### config.mk
export PLATFORM = sky130hd
export DESIGN_NAME = encoder_83_req_flat
export DESIGN_NICKNAME = d
export VERILOG_FILES = /design/src/rtl/encoder_83_req_if.sv /design/src/rtl/encoder_83_req.sv /design/src/flat_wrapper.sv
export SDC_FILE = /design/constraint.sdc
export NUM_CORES = 1
export LEC_CHECK = 0
export ABC_CLOCK_PERIOD_IN_PS = 1900
export BUFFER_PORTS_ARGS = -buffer_cell sky130_fd_sc_hd__buf_2
export CAP_MARGIN = 20
export CELL_PAD_IN_SITES_DETAIL_PLACEMENT = 0
export CELL_PAD_IN_SITES_GLOBAL_PLACEMENT = 2
export CORE_UTILIZATION = 36
export DETAILED_ROUTE_END_ITERATION = 16
export MAX_ROUTING_LAYER = met4
export PLACE_DENSITY = 0.81
export SYNTH_ARGS = -nofsm -noshare
export SYNTH_HDL_FRONTEND = slang
export SYNTH_SLANG_ARGS = --single-unit
export TNS_END_PERCENT = 1
### constraint.sdc
create_clock -name clk -period 1.9 [get_ports clk]
set_input_delay 0.38 -clock clk [delete_from_list [all_inputs] [get_ports clk]]
set_output_delay 0.38 -clock clk [all_outputs]
set_load 0.01 [all_outputs]
### src/rtl/encoder_83_req_if.sv
// ---------------------------------------------------------------------------
// encoder_83_req_if
//   Bundles the request lines, the code/valid/ready handshake and the status
//   outputs of the sequential 8-to-3 priority encoder.
//
//   Signals:
//     E              capture/issue enable, active-high
//     I0n..I7n       request lines, active-low, level
//     ready          consumer accepts the code when high together with valid
//     A0, A1, A2     encoded index, A2 = MSB (registered in the encoder)
//     valid          code on A2..A0 is valid (registered in the encoder)
//     GSn            group select, active-low
//     ovf            one-cycle pulse: new event on an already-pending line
//
//   Modports:
//     master  the requester/consumer side (drives E, I*n, ready)
//     slave   the encoder itself
// ---------------------------------------------------------------------------
interface encoder_83_req_if;
  logic E;
  logic I0n;
  logic I1n;
  logic I2n;
  logic I3n;
  logic I4n;
  logic I5n;
  logic I6n;
  logic I7n;
  logic ready;
  logic A0;
  logic A1;
  logic A2;
  logic valid;
  logic GSn;
  logic ovf;

  modport master (
    output E, I0n, I1n, I2n, I3n, I4n, I5n, I6n, I7n, ready,
    input  A0, A1, A2, valid, GSn, ovf
  );

  modport slave (
    input  E, I0n, I1n, I2n, I3n, I4n, I5n, I6n, I7n, ready,
    output A0, A1, A2, valid, GSn, ovf
  );
endinterface

### src/rtl/encoder_83_req.sv
// ---------------------------------------------------------------------------
// encoder_83_req
//   Sequential 8-to-3 priority encoder. Falling edges on eight active-low
//   request lines are captured into sticky pending bits; the highest-priority
//   pending index is offered as {A2,A1,A0} over a valid/ready handshake, and
//   acceptance clears the served pending bit.
//
//   Parameters:
//     HI_FIRST  1: index 7 has highest priority; 0: index 0 has highest.
//
//   Ports:
//     clk   system clock, rising edge
//     rst   asynchronous reset, active-high
//     bus   encoder_83_req_if.slave (E, I0n..I7n, ready in;
//           A0..A2, valid, GSn, ovf out)
// ---------------------------------------------------------------------------
module encoder_83_req #(
  parameter bit HI_FIRST = 1'b1
) (
  input  logic             clk,
  input  logic             rst,
  encoder_83_req_if.slave  bus
);

  typedef enum logic {
    ST_IDLE = 1'b0,
    ST_HOLD = 1'b1
  } state_t;

  state_t      r_state;
  state_t      w_state_next;

  logic [7:0]  w_in_n;
  logic [7:0]  r_in_q;
  logic [7:0]  r_in_d;
  logic [7:0]  r_pending;
  logic [7:0]  w_pending_next;
  logic [7:0]  w_ev;
  logic [7:0]  w_clr;

  logic [2:0]  r_code;
  logic [2:0]  w_code_next;
  logic [2:0]  w_sel_code;
  logic        r_valid;
  logic        w_valid_next;
  logic        r_ovf;
  logic        w_ovf_next;
  logic        w_accept;
  logic        w_any_pending;

  assign w_in_n = {bus.I7n, bus.I6n, bus.I5n, bus.I4n,
                   bus.I3n, bus.I2n, bus.I1n, bus.I0n};

  // Two-stage input pipeline. Both stages reset to all-ones so a line held
  // low across reset release still shows exactly one falling edge.
  always_ff @(posedge clk or posedge rst) begin
    if (rst) begin
      r_in_q <= 8'hFF;
      r_in_d <= 8'hFF;
    end else begin
      r_in_q <= w_in_n;
      r_in_d <= r_in_q;
    end
  end

  assign w_accept      = r_valid & bus.ready;
  assign w_any_pending = |r_pending;

  // Per-line event, clear and pending update. An event landing in the same
  // cycle as the clear of its own bit wins: it is a fresh request.
  generate
    for (genvar gi = 0; gi < 8; gi++) begin : g_line
      assign w_ev[gi]           = r_in_d[gi] & ~r_in_q[gi] & bus.E;
      assign w_clr[gi]          = w_accept & (r_code == 3'(gi));
      assign w_pending_next[gi] = (r_pending[gi] & ~w_clr[gi]) | w_ev[gi];
    end
  endgenerate

  // Overflow only counts events on bits that survive this cycle, so an event
  // coinciding with its own acceptance is not an overflow.
  assign w_ovf_next = |(w_ev & r_pending & ~w_clr);

  always_ff @(posedge clk or posedge rst) begin
    if (rst) begin
      r_pending <= 8'h00;
      r_ovf     <= 1'b0;
    end else begin
      r_pending <= w_pending_next;
      r_ovf     <= w_ovf_next;
    end
  end

  // Priority pick from the registered pending bits only; the later loop
  // iteration overrides earlier ones, so loop direction sets the priority.
  always_comb begin
    w_sel_code = 3'd0;
    if (HI_FIRST) begin
      for (int i = 0; i < 8; i++) begin
        if (r_pending[i]) begin
          w_sel_code = i[2:0];
        end
      end
    end else begin
      for (int i = 7; i >= 0; i--) begin
        if (r_pending[i]) begin
          w_sel_code = i[2:0];
        end
      end
    end
  end

  // Handshake state register.
  always_ff @(posedge clk or posedge rst) begin
    if (rst) begin
      r_state <= ST_IDLE;
      r_code  <= 3'd0;
      r_valid <= 1'b0;
    end else begin
      r_state <= w_state_next;
      r_code  <= w_code_next;
      r_valid <= w_valid_next;
    end
  end

  // IDLE loads a code only when enabled; HOLD completes regardless of E so an
  // in-flight transfer is never stranded. Returning through IDLE after every
  // transfer gives the one-idle-cycle spacing between codes.
  always_comb begin
    w_state_next = r_state;
    w_code_next  = r_code;
    w_valid_next = r_valid;
    case (r_state)
      ST_IDLE: begin
        w_valid_next = 1'b0;
        if (bus.E && w_any_pending) begin
          w_code_next  = w_sel_code;
          w_valid_next = 1'b1;
          w_state_next = ST_HOLD;
        end
      end
      ST_HOLD: begin
        if (bus.ready) begin
          w_valid_next = 1'b0;
          w_state_next = ST_IDLE;
        end
      end
      default: begin
        w_valid_next = 1'b0;
        w_state_next = ST_IDLE;
      end
    endcase
  end

  assign bus.A0    = r_code[0];
  assign bus.A1    = r_code[1];
  assign bus.A2    = r_code[2];
  assign bus.valid = r_valid;
  assign bus.ovf   = r_ovf;
  assign bus.GSn   = ~(bus.E & w_any_pending);

endmodule

### src/flat_wrapper.sv
// flat-port wrapper written by rule: the top's interface ports become plain ports
module encoder_83_req_flat 
#(
  parameter bit HI_FIRST = 1'b1
)
  (clk, rst, bus_E, bus_I0n, bus_I1n, bus_I2n, bus_I3n, bus_I4n, bus_I5n, bus_I6n, bus_I7n, bus_ready, bus_A0, bus_A1, bus_A2, bus_valid, bus_GSn, bus_ovf);
  encoder_83_req_if bus_i ();
  input  logic clk;
  input  logic rst;
  input wire logic [$bits(bus_i.E)-1:0] bus_E;
  input wire logic [$bits(bus_i.I0n)-1:0] bus_I0n;
  input wire logic [$bits(bus_i.I1n)-1:0] bus_I1n;
  input wire logic [$bits(bus_i.I2n)-1:0] bus_I2n;
  input wire logic [$bits(bus_i.I3n)-1:0] bus_I3n;
  input wire logic [$bits(bus_i.I4n)-1:0] bus_I4n;
  input wire logic [$bits(bus_i.I5n)-1:0] bus_I5n;
  input wire logic [$bits(bus_i.I6n)-1:0] bus_I6n;
  input wire logic [$bits(bus_i.I7n)-1:0] bus_I7n;
  input wire logic [$bits(bus_i.ready)-1:0] bus_ready;
  output wire logic [$bits(bus_i.A0)-1:0] bus_A0;
  output wire logic [$bits(bus_i.A1)-1:0] bus_A1;
  output wire logic [$bits(bus_i.A2)-1:0] bus_A2;
  output wire logic [$bits(bus_i.valid)-1:0] bus_valid;
  output wire logic [$bits(bus_i.GSn)-1:0] bus_GSn;
  output wire logic [$bits(bus_i.ovf)-1:0] bus_ovf;
  assign bus_i.E = bus_E;
  assign bus_i.I0n = bus_I0n;
  assign bus_i.I1n = bus_I1n;
  assign bus_i.I2n = bus_I2n;
  assign bus_i.I3n = bus_I3n;
  assign bus_i.I4n = bus_I4n;
  assign bus_i.I5n = bus_I5n;
  assign bus_i.I6n = bus_I6n;
  assign bus_i.I7n = bus_I7n;
  assign bus_i.ready = bus_ready;
  assign bus_A0 = bus_i.A0;
  assign bus_A1 = bus_i.A1;
  assign bus_A2 = bus_i.A2;
  assign bus_valid = bus_i.valid;
  assign bus_GSn = bus_i.GSn;
  assign bus_ovf = bus_i.ovf;
  encoder_83_req #(.HI_FIRST(HI_FIRST)) u_core (.clk(clk), .rst(rst), .bus(bus_i));
endmodule
==> impl_metrics.toml, run 1 <==
[setup_path]
cp-start-kind = "flop"
worst-path-max-fanout = 2
worst_setup_path_end_kind = "primary output"
critPathKind = "reg2out"
crit_required_ns = 1.52
crit_arrival_ns = 1.56

[route]
totalWireLength_mm = 2.13
drt_iter0_drc = 34
wire_per_inst_um = 13.0
antenna_left = 0
drt_first_pass_iters = 4
vias = 811
avgViaCountPerCell = 4.95
drc = 0

[status]
violations = "setup timing"
status = "complete, but fails checks"

[clock_tree]
clk_latency_ns = 0.32
cts_made_buffers = 5
clockBufferDepth = 2
clk_pin_slew_worst_paths_ns = 0.09
clockRootBuffer = "clkbuf_4"
cts_max_level = 2
hold_buffers = 0
clock_sinks = 30
cts_tree = "built"

[placed_design]
place_congestion = 0.858
detailed_place_hpwl_mm = 1.48
dp_cells = 151
port-buffer-count = 17
dp_slack_ns = 0.110

[flow_run]
cap_violations = 0

[synth]
synth_ff_type = "dfstp_2"
synth_edf_count = 0
synth_nets = 100
yosysMostFrequentCell = "dfstp_2"
yosysTopAreaCell = "dfstp_2"
synth.avg_cell_area_um2 = 13.1
synth_warnings = 0
ys_ff_latch = 30
yosys-top-cells-area = "dfstp_2, dfrtp_1, o21ai_0, nand2b_1, inv_1"
async_flop_share_pct = 100
synth_seq_area_share_pct = 66.7
netlist_area_mm2 = 0.00116
yosysUniqueCellTypes = 29
netlist.area_leader.share_pct = 36.4
syn_inst = 88
yosys-top-cells-count = "dfstp_2, dfrtp_1, inv_1, o21ai_0, nand2b_1"

[floorplanning]
fp.dieArea_mm2 = 0.00344
initial_core_util_pct = 37.9
fp.dieH_um = 58.7
io_pins = 18
dieWidth_um = 58.7
rows = 20
core_mm2 = 0.00305

[final_layout]
nets = 131
syn_to_final_growth_pct = 22.0
filler_cell_count = 302
final_cells = 164
diodes = 0
drive_above_1_share_pct = 46.7

[pwr]
p_clk_share_pct = 24.6
combPwrFrac_pct = 18.8
swShare_pct = 29.3
power.share.sequential_pct = 56.6
p_int_w = 0.000992
power_leakage_nw = 0.586
peakVddDrop_mv = 0.516
switching_power_w = 0.000410
p_per_area_mw_per_mm2 = 994

[global_route]
grt_max_degree = 31
first_global_vias = 802
antenna_found_initial = 0
grt-ovfl-total = 0
grt_pass1_wl_mm = 3.52
track_usage_pct = 15.3

[timing]
setup_ws_ns = -0.0360
hold_ws_ns = 0.111
min_period_over_period_pct = 102
slew_viol_final = 0
timing.slew.headroom_pct = 69.1
fmax_mhz = 517
rsz0062_at_grt = "yes"
hold_viol = 0
period_needed_ns = 1.94
finClkSkew_ns = 0.00648
setup_viol = 1
tightest_slew_ns = 0.457
finalSetupTns_ns = -0.0360

[worst_hold_path]
hp-class = "in2async"
-- logic make-up (layout without fill, tap and decap cells) --
kind of cell / count (synthesis) / in the layout / synth area share, %
AO/OA/AOI/OAI: 25 / 25 / 16.5
buffers and inverters: 7 / 39 / 2.27
multiplexers: 1 / 1 / 1.30
flip-flops: 30 / 30 / 66.7
AND/OR/NAND/NOR: 25 / 25 / 13.3
-- per-layer routing --
metal	track usage, %	vias up	wire length, um
met5	-	-	0
met4	6.12	0	25
met3	6.59	4	125
met2	22.7	29	999
met1	18.5	396	976
li1	-	382	-
-- registers in the layout, indices dropped and copies added (netlist names) --
| name | cells |
|---|---|
| u_core.bus.ovf | 1 |
| u_core.r_in_q | 8 |
| u_core.r_state | 1 |
| u_core.r_pending | 8 |
| u_core.bus.valid | 1 |
| u_core.r_in_d | 8 |
| u_core.r_code | 3 |
-- cells in the final DEF (no fill, tap or decap), types with 2 or more instances in the layout --
| cell | synthesis | routed |
|---|---|---|
| nand2_1 | 4 | 4 |
| clkinv_2 | 0 | 2 |
| nand3b_1 | 3 | 3 |
| nor2_1 | 3 | 3 |
| o41ai_1 | 2 | 2 |
| dfrtp_1 | 14 | 14 |
| nand2b_1 | 5 | 5 |
| o31ai_1 | 3 | 3 |
| or4_4 | 1 | 2 |
| buf_2 | 0 | 16 |
| buf_4 | 0 | 7 |
| a21oi_1 | 4 | 4 |
| dfstp_2 | 16 | 16 |
| nor3_1 | 2 | 2 |
| o21ai_0 | 7 | 7 |
| clkbuf_4 | 0 | 5 |
| nor3b_1 | 2 | 2 |
| inv_1 | 7 | 7 |
-- critical path, stage by stage, from the launching register on --
cell and delay, ns:
dfrtp_1 0.40, or4_4 0.55, o21ai_4 0.17, buf_6 0.12
-- what timing repair did --
action | in CTS | in global routing
endpoints found under the setup margin | 1 | 1
buffers inserted | 5 | 0
resized for setup | 1 | 1
pin swaps | 1 | 0
-- power by group through the flow --
| stage | Sequential, W | Combinational [W] | Clock [W] |
|---|---|---|---|
| global placement | 0.000810 | 0.000216 | 0 |
| finish | 0.000794 | 0.000263 | 0.000345 |
| floorplan | 0.000807 | 0.000131 | 0 |
| global route | 0.000807 | 0.000287 | 0.000395 |
| CTS | 0.000793 | 0.000261 | 0.000364 |
| detailed placement | 0.000815 | 0.000215 | 0 |
-- area by class of cell --
class	count	area, um^2	share of cell area [%]
flip-flops and latches	30	771	54.7
multi-input cells	51	363	25.7
repair buffers	24	144	10.2
well taps	44	55.1	3.90
clock buffers	6	41.3	2.93
inverters	7	26.3	1.86
clock inverters	2	10.0	0.710
-- worst paths after layout --
| path | endpoint | startpoint | depth (start not counted) | slack, ns |
|---|---|---|---|---|
| max reg2reg | u_core.bus.ovf | u_core.r_code[0] | 5 | 0.15 |
| min | u_core.r_pending[1] | rst | 3 | 0.11 |
| min in group clk | u_core.r_in_q[6] | bus_I6n | 1 | 0.14 |
| max in group asynchronous | u_core.r_in_d[0] | rst | 3 | 1.48 |
| max | bus_GSn | u_core.r_pending[3] | 3 | -0.04 |
| min reg2reg | u_core.r_in_d[1] | u_core.r_in_q[1] | 0 | 0.36 |
-- through the flow --
| stage | area (um^2) | total power (W) | util (%) |
|---|---|---|---|
| CTS | 1400 | 0.00142 | 46.0 |
| detailed placement | 1310 | 0.00103 | 43.0 |
| finish | 1410 | 0.00140 | 46.2 |
| floorplan | 1160 | 0.000938 | - |
| global route | 1410 | 0.00149 | 46.2 |
| global placement | 1310 | 0.00103 | 43.0 |
Note: power is estimated with default switching activity, not from simulation.
==> run 2: changes to the inputs <==
--- a/config.mk
+++ b/config.mk
@@ -6,13 +6,14 @@
 export NUM_CORES = 1
 export LEC_CHECK = 0
-export ABC_CLOCK_PERIOD_IN_PS = 1900
+export ABC_CLOCK_PERIOD_IN_PS = 1600
 export BUFFER_PORTS_ARGS = -buffer_cell sky130_fd_sc_hd__buf_2
 export CAP_MARGIN = 20
 export CELL_PAD_IN_SITES_DETAIL_PLACEMENT = 0
 export CELL_PAD_IN_SITES_GLOBAL_PLACEMENT = 2
-export CORE_UTILIZATION = 36
+export CORE_UTILIZATION = 35
+export CTS_BUF_LIST = sky130_fd_sc_hd__clkbuf_8
 export DETAILED_ROUTE_END_ITERATION = 16
 export MAX_ROUTING_LAYER = met4
-export PLACE_DENSITY = 0.81
+export PLACE_DENSITY = 0.82
 export SYNTH_ARGS = -nofsm -noshare
 export SYNTH_HDL_FRONTEND = slang
==> constraint.sdc (replaced) <==
create_clock -name clk -period 1.6 [get_ports clk]
set_input_delay 0.32 -clock clk [delete_from_list [all_inputs] [get_ports clk]]
set_output_delay 0.32 -clock clk [all_outputs]
set_load 0.1 [all_outputs]
==> impl_metrics.toml, run 2 (synthesis results as in run 1) <==
[flow_run]
cap_violations = 0

[placed_design]
dp_slack_ns = -0.0908
port-buffer-count = 17
detailed_place_hpwl_mm = 1.76
place_congestion = 0.877

[setup_path]
worst_setup_path_end_kind = "primary output"
cpLargestDelayFamily = "simple AND/OR/NAND/NOR gates"
slowest_stage = "or4_4"
critPathLaunch = "u_core.r_pending[2]"
worst-path-max-fanout = 4
cp_cell_sequence = "or4_4 > o21ai_4 > buf_12"
rr_worst_depth = 5
crit_arrival_ns = 1.60
crit_required_ns = 1.28
regToRegSetupSlack_ns = -0.14
critPathMaxStageDelay_ns = 0.51
timing.rr.start = "u_core.r_pending[2]"
crit_cells = 3
cp-start-kind = "flop"
crit_buf_inv = 1
critPathKind = "reg2out"

[timing]
rsz0062_at_grt = "yes"
setup_ws_ns = -0.316
fmax_mhz = 522
hold_ws_ns = 0.101
slew_viol_final = 0
finClkSkew_ns = 0.00429
timing.slew.headroom_pct = 67.6
tightest_slew_ns = 0.490
period_needed_ns = 1.92
setup_viol = 6
hold_viol = 0
min_period_over_period_pct = 120

[final_layout]
syn_to_final_growth_pct = 36.5
drive_above_1_share_pct = 58.8
diodes = 0
top_regs = "u_core.r_in_d (8), u_core.r_in_q (8), u_core.r_pending (8)"
filler_cell_count = 296
fin_util_pct = 50.8
nets = 142
final_cell_mix = "buf_4, dfstp_2, buf_2"
multi_input_area_um2 = 392
layout_commonest_cell = "buf_4"
final-seq-area_um2 = 776

[clock_tree]
clk_latency_ns = 0.28
clockRootBuffer = "clkbuf_8"
cts_made_buffers = 5
clock_sinks = 30
cts_max_level = 2
clockBufferDepth = 2
hold_buffers = 0
cts_tree = "built"
clk_pin_slew_worst_paths_ns = 0.06

[pwr]
peakVddDrop_mv = 0.758
switching_power_w = 0.000755
power.share.sequential_pct = 42.6
p_int_w = 0.00145
p_clk_share_pct = 27.6
swShare_pct = 34.2
finalPower_w = 0.00221
power_leakage_nw = 0.678
combPwrFrac_pct = 29.8
p_per_area_mw_per_mm2 = 1400

[global_route]
grt-ovfl-total = 0
track_usage_pct = 17.0
first_global_vias = 815
grt_max_degree = 31
grt_pass1_wl_mm = 3.91
antenna_found_initial = 0

[floorplanning]
dieWidth_um = 59.5
fp.dieArea_mm2 = 0.00354
rows = 20
io_pins = 18
fp.dieH_um = 59.5
core_mm2 = 0.00310
initial_core_util_pct = 37.3

[route]
drt_first_pass_iters = 4
drt_iter0_drc = 37
wire_per_inst_um = 13.6
totalWireLength_mm = 2.38
avgViaCountPerCell = 4.82
antenna_left = 0
vias = 844
drc = 0

[status]
status = "complete, but fails checks"
violations = "setup timing"

[worst_hold_path]
hp-class = "in2async"
-- run 2: worst paths after layout --
check,to
worst min register to register,u_core.r_in_d[2]
worst min-delay path,u_core.r_pending[7]
worst max-delay path,bus_GSn
max in group asynchronous,u_core.r_in_d[0]
worst max register to register,u_core.r_code[2]
min in group clk,u_core.r_in_q[6]
-- run 2: timing repair --
item / CTS / global route
endpoints found under the setup margin: 4 / 8
pin swaps: 4 / 2
setup buffers: 2 / 0
gates resized for setup: 5 / 4
-- run 2: layer usage --
layer	track usage, %	part of all wire, %	vias up
li1	-	-	401
met1	22.1	48	412
met2	23.3	45	27
met3	6.77	5.6	4
met4	7.14	1.4	0
met5	-	0	-
-- run 2: cell type report --
cell class	instances	share of cell area (%)
Clock buffer	6	5.23
Clock inverter	2	0.555
Inverter	7	1.67
Multi-Input combinational cell	51	24.8
Sequential cell	30	49.2
Tap cell	44	3.49
Timing Repair Buffer	35	15.1
-- run 2: power groups by stage --
stage | registers (W) | clock network, W | logic [W]
after floorplan | 0.00116 | 0 | 0.000164
after global placement | 0.000938 | 0 | 0.000612
after detailed placement | 0.000944 | 0 | 0.000618
after CTS | 0.000937 | 0.000639 | 0.000645
after global routing | 0.000952 | 0.000666 | 0.000705
final | 0.000940 | 0.000609 | 0.000657
-- run 2: tightest hold or removal path, cell delays in order --
cell	delay, ns
buf_2	0.09
inv_1	0.04
buf_4	0.33
-- run 2: metrics by stage --
stage	cells	instance area, um^2	TNS [ns]
5_1_grt	175	1580	-0.877
6_report	175	1580	-0.578
2_1_floorplan	88	1160	-2.43
3_5_place_dp	165	1440	-0.219
4_1_cts	175	1560	-0.658
3_3_place_gp	165	1440	-0.143
==> run 3: changes to the inputs <==
- BUFFER_PORTS_ARGS: -buffer_cell sky130_fd_sc_hd__buf_2 -> -buffer_cell sky130_fd_sc_hd__buf_4
- CORE_MARGIN: not set -> 4
==> impl_metrics.toml, run 3 (synthesis results as in run 1) <==
[clock_tree]
cts_made_buffers = 5
clockRootBuffer = "clkbuf_8"
clk_latency_ns = 0.28
clockBufferDepth = 2
clock_sinks = 30
cts_max_level = 2
hold_buffers = 0
clk_pin_slew_worst_paths_ns = 0.07
cts_tree = "built"

[setup_path]
critPathKind = "reg2out"
crit_required_ns = 1.28
worst_setup_path_end_kind = "primary output"
rr_worst_depth = 5
cp-start-kind = "flop"
crit_arrival_ns = 1.60
worst-path-max-fanout = 2

[floorplanning]
io_pins = 18
rows = 20
core_mm2 = 0.00310
fp.dieH_um = 65.5
initial_core_util_pct = 37.3
dieWidth_um = 65.5
fp.dieArea_mm2 = 0.00429

[worst_hold_path]
hp-class = "in2async"

[pwr]
finalPower_w = 0.00236
p_clk_share_pct = 31.4
combPwrFrac_pct = 28.6
p_per_area_mw_per_mm2 = 1420
switching_power_w = 0.000773
peakVddDrop_mv = 0.682
p_int_w = 0.00158
power.share.sequential_pct = 40.0
power_leakage_nw = 0.704
swShare_pct = 32.8

[timing]
tightest_slew_ns = 0.370
slew_viol_final = 0
period_needed_ns = 1.92
rsz0062_at_grt = "yes"
setup_ws_ns = -0.322
fmax_mhz = 520
hold_viol = 0
setup_viol = 5
min_period_over_period_pct = 120
finClkSkew_ns = 0.00670
timing.slew.headroom_pct = 75.4

[global_route]
grt_max_degree = 31
grt-ovfl-total = 0
grt_pass1_wl_mm = 4.17
track_usage_pct = 13.8
first_global_vias = 885
antenna_found_initial = 0

[placed_design]
place_congestion = 0.917
detailed_place_hpwl_mm = 1.82
dp_slack_ns = -0.135
port-buffer-count = 17

[route]
drt_iter0_drc = 27
totalWireLength_mm = 2.52
drt_first_pass_iters = 4
antenna_left = 0
vias = 857
drc = 0
wire_per_inst_um = 14.1
avgViaCountPerCell = 4.81

[final_layout]
diodes = 0
final-seq-area_um2 = 776
top_regs = "u_core.r_in_d (8), u_core.r_in_q (8), u_core.r_pending (8)"
final_cell_mix = "buf_4, dfstp_2, dfrtp_1"
layout_commonest_cell = "buf_4"
nets = 145
drive_above_1_share_pct = 59.7
filler_cell_count = 296
syn_to_final_growth_pct = 43.3
fin_util_pct = 53.4
multi_input_area_um2 = 389

[flow_run]
cap_violations = 0

[status]
violations = "setup timing"
status = "complete, but fails checks"
==> run 3: power groups by stage <==
stage,clock (W),combinational (W),sequential [W]
2_1_floorplan,0,0.000164,0.00116
3_3_place_gp,0,0.000627,0.000945
3_5_place_dp,0,0.000632,0.000952
4_1_cts,0.000762,0.000661,0.000943
5_1_grt,0.000802,0.000714,0.000953
6_report,0.000739,0.000674,0.000943
==> run 3: final cells by class <==
type | count | area share [%]
inverters | 7 | 1.59
well taps | 44 | 3.32
repair buffers | 38 | 18.2
clock buffers | 5 | 4.15
multi-input cells | 51 | 23.5
flip-flops and latches | 30 | 46.8
clock inverters | 3 | 2.42
==> run 3: metrics by stage <==
step	hold WS, ns	cells	setup TNS (ns)	instance area (um^2)
floorplan	0.324	88	-2.43	1160
global placement	0.353	167	-0.205	1480
detailed placement	0.357	167	-0.252	1480
CTS	0.109	176	-0.558	1630
global route	0.125	178	-0.884	1660
finish	0.109	178	-0.585	1660
==> run 3: metal layers <==
metal | vias to the layer above | wire length, um | part of all wire (%) | track usage [%]
li1 | 406 | - | - | -
met1 | 422 | 1100 | 44 | 16.3
met2 | 24 | 1250 | 50 | 21.1
met3 | 5 | 117 | 4.7 | 5.30
met4 | 0 | 48 | 1.9 | 5.44
met5 | - | 0 | 0 | -
==> run 3: path summary, 6_finish.rpt <==
check / start / end / slack (ns)
max: u_core.r_pending[0] / bus_GSn / -0.32
min: rst / u_core.bus.ovf / 0.11
max reg2reg: u_core.r_pending[0] / u_core.r_code[2] / -0.13
min reg2reg: u_core.r_in_q[1] / u_core.r_in_d[1] / 0.36
max in group asynchronous: rst / u_core.r_in_d[0] / 1.18
min in group clk: bus_I6n / u_core.r_in_q[6] / 0.14
==> run 3: repair_timing <==
item,in CTS,in global routing
setup buffers,1,2
gates resized for setup,8,2
pin swaps,4,2
endpoints found under the setup margin,3,7
==> run 3: worst max-delay path: stages (launching register included) <==
cell	delay [ns]
dfrtp_1	0.39
or4_4	0.55
o21ai_4	0.19
buf_12	0.19
